[config.mk]
export PLATFORM = sky130hd
export DESIGN_NAME = game_control
export DESIGN_NICKNAME = d
export VERILOG_FILES = /design/src/rtl/game_control.sv
export SDC_FILE = /design/constraint.sdc
export NUM_CORES = 1
export LEC_CHECK = 0
export ABC_AREA = 1
export CAP_MARGIN = 40
export CORE_MARGIN = 5
export CORE_UTILIZATION = 52
export DETAILED_ROUTE_END_ITERATION = 10
export MAX_ROUTING_LAYER = met4
export PLACE_DENSITY = 0.74
export SETUP_SLACK_MARGIN = 0.05
export SLEW_MARGIN = 20
export SYNTH_ARGS = -nofsm -noshare
export SYNTH_HDL_FRONTEND = slang
export SYNTH_SLANG_ARGS = --single-unit
[constraint.sdc]
create_clock -name clock -period 2.3 [get_ports clock]
set_input_delay 0.23 -clock clock [delete_from_list [all_inputs] [get_ports clock]]
set_output_delay 0.23 -clock clock [all_outputs]
set_load 0.005 [all_outputs]
[src/rtl/game_control.sv]
// game_control: frame sequencer that drives the game datapath's one-hot phase strobes.
// Optional build macro GAME_PAUSE_EN adds a pause input that freezes the IDLE phase.
module game_control #(
    parameter int unsigned     INIT_CYCLES = 8,
    parameter int unsigned     TO_W        = 20,
    parameter logic [TO_W-1:0] TIMEOUT     = 20'd400000
) (
    input  logic        clock,
    input  logic        reset,
    input  logic        idle_done,
    input  logic        check_collide_done,
    input  logic        draw_map_done,
    input  logic        draw_link_done,
    input  logic        draw_enemies_done,
    output logic        init,
    output logic        idle,
    output logic        gen_move,
    output logic        check_collide,
    output logic        apply_act_link,
    output logic        move_enemies,
    output logic        draw_map,
    output logic        draw_link,
    output logic        draw_enemies,
    output logic [15:0] frame_count,
    output logic        timeout_err
`ifdef GAME_PAUSE_EN
    ,
    input  logic        pause
`endif
);

    localparam int unsigned       INIT_W    = (INIT_CYCLES > 1) ? $clog2(INIT_CYCLES) : 1;
    localparam logic [INIT_W-1:0] INIT_LAST = INIT_W'(INIT_CYCLES - 1);
    localparam logic [TO_W-1:0]   WD_LAST   = TIMEOUT - TO_W'(1);
    localparam logic [TO_W-1:0]   WD_MAX    = '1;

    typedef enum logic [3:0] {
        S_INIT           = 4'd0,
        S_IDLE           = 4'd1,
        S_GEN_MOVE       = 4'd2,
        S_CHECK_COLLIDE  = 4'd3,
        S_APPLY_ACT_LINK = 4'd4,
        S_MOVE_ENEMIES   = 4'd5,
        S_DRAW_MAP       = 4'd6,
        S_DRAW_LINK      = 4'd7,
        S_DRAW_ENEMIES   = 4'd8
    } state_t;

    state_t            state_r;
    state_t            succ_s;
    state_t            next_s;
    logic [8:0]        strobe_r;
    logic [INIT_W-1:0] init_cnt_r;
    logic [TO_W-1:0]   wdog_r;
    logic [15:0]       frame_count_r;
    logic              timeout_err_r;

    logic              pause_s;
    logic              wait_ph_s;
    logic              done_in_s;
    logic              hold_s;
    logic              qual_s;
    logic              limit_s;
    logic              forced_s;
    logic              fault_s;

    // One-hot strobe pattern for a state; illegal encodings map to all-zero.
    function automatic logic [8:0] phase_strobe(input state_t st);
        logic [8:0] vec;
        vec = 9'b0_0000_0000;
        case (st)
            S_INIT:           vec = 9'b0_0000_0001;
            S_IDLE:           vec = 9'b0_0000_0010;
            S_GEN_MOVE:       vec = 9'b0_0000_0100;
            S_CHECK_COLLIDE:  vec = 9'b0_0000_1000;
            S_APPLY_ACT_LINK: vec = 9'b0_0001_0000;
            S_MOVE_ENEMIES:   vec = 9'b0_0010_0000;
            S_DRAW_MAP:       vec = 9'b0_0100_0000;
            S_DRAW_LINK:      vec = 9'b0_1000_0000;
            S_DRAW_ENEMIES:   vec = 9'b1_0000_0000;
            default:          vec = 9'b0_0000_0000;
        endcase
        return vec;
    endfunction

`ifdef GAME_PAUSE_EN
    assign pause_s = pause;
`else
    assign pause_s = 1'b0;
`endif

    // Successor state, wait-phase flag and the done input owned by the current phase.
    always_comb begin
        succ_s    = S_INIT;
        wait_ph_s = 1'b0;
        done_in_s = 1'b0;
        case (state_r)
            S_INIT: begin
                if (init_cnt_r == INIT_LAST) begin
                    succ_s = S_IDLE;
                end else begin
                    succ_s = S_INIT;
                end
            end
            S_IDLE: begin
                wait_ph_s = 1'b1;
                done_in_s = idle_done;
                succ_s    = S_GEN_MOVE;
            end
            S_GEN_MOVE: begin
                succ_s = S_CHECK_COLLIDE;
            end
            S_CHECK_COLLIDE: begin
                wait_ph_s = 1'b1;
                done_in_s = check_collide_done;
                succ_s    = S_APPLY_ACT_LINK;
            end
            S_APPLY_ACT_LINK: begin
                succ_s = S_MOVE_ENEMIES;
            end
            S_MOVE_ENEMIES: begin
                succ_s = S_DRAW_MAP;
            end
            S_DRAW_MAP: begin
                wait_ph_s = 1'b1;
                done_in_s = draw_map_done;
                succ_s    = S_DRAW_LINK;
            end
            S_DRAW_LINK: begin
                wait_ph_s = 1'b1;
                done_in_s = draw_link_done;
                succ_s    = S_DRAW_ENEMIES;
            end
            S_DRAW_ENEMIES: begin
                wait_ph_s = 1'b1;
                done_in_s = draw_enemies_done;
                succ_s    = S_IDLE;
            end
            default: begin
                succ_s = S_INIT;
            end
        endcase
    end

    // Qualify done (never on the entry cycle, where the watchdog is still 0) and apply the watchdog limit.
    always_comb begin
        hold_s   = pause_s & (state_r == S_IDLE);
        qual_s   = done_in_s & ~hold_s & (wdog_r != '0);
        limit_s  = wait_ph_s & ~hold_s & (wdog_r >= WD_LAST);
        fault_s  = (strobe_r != phase_strobe(state_r));
        forced_s = limit_s & ~qual_s & ~fault_s;
        if (fault_s) begin
            next_s = S_INIT;
        end else if (!wait_ph_s) begin
            next_s = succ_s;
        end else if (qual_s || limit_s) begin
            next_s = succ_s;
        end else begin
            next_s = state_r;
        end
    end

    // Sequencer state, registered strobes, init counter, watchdog and frame statistics.
    always_ff @(posedge clock or negedge reset) begin
        if (!reset) begin
            state_r       <= S_INIT;
            strobe_r      <= 9'b0_0000_0001;
            init_cnt_r    <= '0;
            wdog_r        <= '0;
            frame_count_r <= 16'd0;
            timeout_err_r <= 1'b0;
        end else begin
            state_r  <= next_s;
            strobe_r <= phase_strobe(next_s);

            if ((state_r == S_INIT) && (next_s == S_INIT) && !fault_s) begin
                init_cnt_r <= init_cnt_r + INIT_W'(1);
            end else begin
                init_cnt_r <= '0;
            end

            // Watchdog restarts per phase, is frozen at 0 while paused, and saturates.
            if ((next_s != state_r) || hold_s) begin
                wdog_r <= '0;
            end else if (wait_ph_s && (wdog_r != WD_MAX)) begin
                wdog_r <= wdog_r + TO_W'(1);
            end else begin
                wdog_r <= wdog_r;
            end

            if ((state_r == S_DRAW_ENEMIES) && (next_s == S_IDLE)) begin
                frame_count_r <= frame_count_r + 16'd1;
            end else begin
                frame_count_r <= frame_count_r;
            end

            if (forced_s) begin
                timeout_err_r <= 1'b1;
            end else begin
                timeout_err_r <= timeout_err_r;
            end
        end
    end

    assign init           = strobe_r[0];
    assign idle           = strobe_r[1];
    assign gen_move       = strobe_r[2];
    assign check_collide  = strobe_r[3];
    assign apply_act_link = strobe_r[4];
    assign move_enemies   = strobe_r[5];
    assign draw_map       = strobe_r[6];
    assign draw_link      = strobe_r[7];
    assign draw_enemies   = strobe_r[8];
    assign frame_count    = frame_count_r;
    assign timeout_err    = timeout_err_r;

endmodule

==> qor.yml <==
status: "finished with violations"
violations: "setup timing"
die_x_um: 91.6
dpl.cell_count: 643
rr_worst_depth: 14
synth_common_cells: "148 x nand2_1, 64 x inv_1, 59 x nor2_1, 53 x nand3_1, 52 x dfrtp_1"
cp_slowest_cell: "dfrtp_2"
final_core_util_pct: 74.8
leakage_nw: 2.31
crit_fanout: 7
whs_ps: 43.3
n_antenna_cell: 0
final_hold_viol_count: 0
clk_path_buf_depth: 2
final_layout_size_suffix_gt1_share_pct: 28.8
wl_per_cell_um: 15.0
rrSetupSlack_ps: -150
start_util_pct: 54.0
yosys_warnings: 0
grt_pass1_wl_mm: 16.2
grtUsageTotal_pct: 23.7
skew_ps: 12.1
fin_tns_setup_ps: -2850
final_nets: 611
fill_cells: 448
routed_wl_mm: 10.1
critical_path_class: "register to register"
place_area_um2: 4140
finalCritPeriodShare_pct: 107
yosysTopAreaCell: "dfrtp_1"
drt_iter0_drc: 372
clk_pin_slew_ps: 100
grt_max_degree: 54
dp_hpwl_mm: 6.53
tightest_slew_ps: 681
dieArea_um2: 8400
cap_violations: 0
netlist.area_leader.share_pct: 37.5
synthArstFlopShare_pct: 100
cts_sinks: 53
cpPeakStageDelay_ps: 490
dr.pass1.iters: 6
hold_class: "primary input to async pin"
antenna_found_initial: 0
cp.depth: 14
drt.antenna.violating_nets: 0
ys_types: 29
yosysMostFrequentCell: "nand2_1"
reg2reg_from: "state_r[1]$_DFF_PN0_"
crit_family: "simple AND/OR/NAND/NOR gates"
avgSynthCellArea_um2: 6.90
crit_end: "wdog_r[16]$_DFFE_PN0P_"
maxSlewHeadroom_pct: 54.6
period_needed_ps: 2450
numCtsBuffers: 5
cts_max_level: 2
setup_viol: 30
gp_congestion: 0.959
syn_area_um2: 3470
rows: 29
clk_latency_ps: 310
crit_required_ps: 2540
synth_edf_count: 0
grt_pass1_vias: 3525
route.vias.total: 3699
viasPerCell: 5.46
root_buffer: "clkbuf_8"
critPathCaptureType: "register"
crit_path_start: "state_r[1]$_DFF_PN0_"
crit_chain: "inv_4 > nor2_4 > nand2_2 > buf_4 > nand4_1 > a21oi_1 > nand2_4 > nand2_4 > nor2_4 > buf_4 > o21ai_4 > nand2_4 > clkbuf_16 > nor2_4"
areaGrowthSynthToFinish_pct: 38.7
r2r_end: "wdog_r[16]$_DFFE_PN0P_"
chipHeight_um: 91.6
synth-seq-cells: 53
fmax_mhz: 408
drv_slew: 0
ios: 33
synth_cells: 502
cts_tree: "built"
route.detailed.drc: 0
crit_arrival_ps: 2690
rsz0062_at_grt: "true"
core_area_um2: 6420
synth_area_leaders: "dfrtp_1 38%, nand2_1 16%, nand3_1 7.7%"
worst_setup_path_start_kind: "register"
path_buf_inv: 4
ir_drop_v: 0.000790
overflow: 0
power_density_nw_per_um2: 1110
fin_area_um2: 4810
portBuffers: 32
syn_nets: 514
worst_slack_ps: -150
finalNonFillerCells: 677
ys.flop_type: "dfrtp_1"
seq_area_frac_synth_pct: 38.3
==> per-stage QoR <==
step	power, mW	setup WS [ps]
after floorplan	2.51	154
after CTS	4.50	17.0
after global placement	3.41	-194
after global routing	5.64	-249
after detailed placement	3.43	-188
final	5.36	-150
==> layout make-up <==
| cell class | count | area (µm²) | area share (%) |
|---|---|---|---|
| inverter | 71 | 279 | 5.80 |
| clock inverter | 2 | 13.8 | 0.286 |
| timing repair buffer | 99 | 875 | 18.2 |
| tap | 77 | 96.3 | 2.00 |
| sequential | 53 | 1330 | 27.7 |
| clock buffer | 6 | 82.6 | 1.72 |
| multi-input combinational | 369 | 2130 | 44.3 |
==> registers in the layout, summed over array words and instances, names as in the netlist <==
name and flops:
wdog_r 20, frame_count 16, strobe_r 9, state_r 4
init_cnt_r 3, timeout_err 1
==> cell usage in the layout (no fill, tap or decap), types with 14 or more instances in the layout <==
| cell type | count |
|---|---|
| nand3_2 | 14 |
| nand2_1 | 134 |
| nand3_1 | 38 |
| inv_1 | 59 |
| nor2_4 | 26 |
| nand2_2 | 15 |
| dfrtp_1 | 48 |
| nand4_1 | 26 |
| nor2_1 | 40 |
| buf_4 | 58 |
| clkdlybuf4s50_1 | 31 |
| nor3_1 | 14 |
==> worst min-delay path by stage <==
stage / from / to / slack [ps] / cells after the start
after floorplan: reset / frame_count[0]$_DFFE_PN0P_ / -70 / 0
after global placement: reset / wdog_r[3]$_DFFE_PN0P_ / 390 / 2
after detailed placement: reset / wdog_r[5]$_DFFE_PN0P_ / 400 / 2
after CTS: reset / frame_count[5]$_DFFE_PN0P_ / 60 / 2
after global routing: reset / wdog_r[5]$_DFFE_PN0P_ / 90 / 2
final: reset / wdog_r[8]$_DFFE_PN0P_ / 40 / 2
==> layer usage <==
metal / vias to the layer above / wire (µm) / GRT usage [%]
li1: 1793 / - / -
met1: 1735 / 4430 / 32.0
met2: 149 / 4930 / 37.7
met3: 22 / 608 / 3.76
met4: 0 / 179 / 5.40
met5: - / 0 / -
==> report_power, final <==
part | switching, mW | total (mW) | internal [mW] | leakage (nW)
clock | 0.309 | 0.554 | 0.245 | 0.0512
sequential | 0.103 | 1.13 | 1.02 | 0.727
combinational | 2.11 | 3.68 | 1.57 | 1.53
total | 2.52 | 5.36 | 2.84 | 2.31
==> kinds of logic after synthesis <==
family / synth area share (%)
flops: 38.3
buf+inv: 9.64
xor+xnor: 3.54
fa+ha+maj: 1.81
simple gates: 44.2
compound gates: 2.53
==> what timing repair did <==
item,CTS,global route
cloned,2,1
gates resized for setup,35,70
setup buffers,16,10
setup endpoints to repair,43,45
pin swaps,12,37
hold buffers,0,0
No activity file was read; power rests on OpenSTA's default activity.
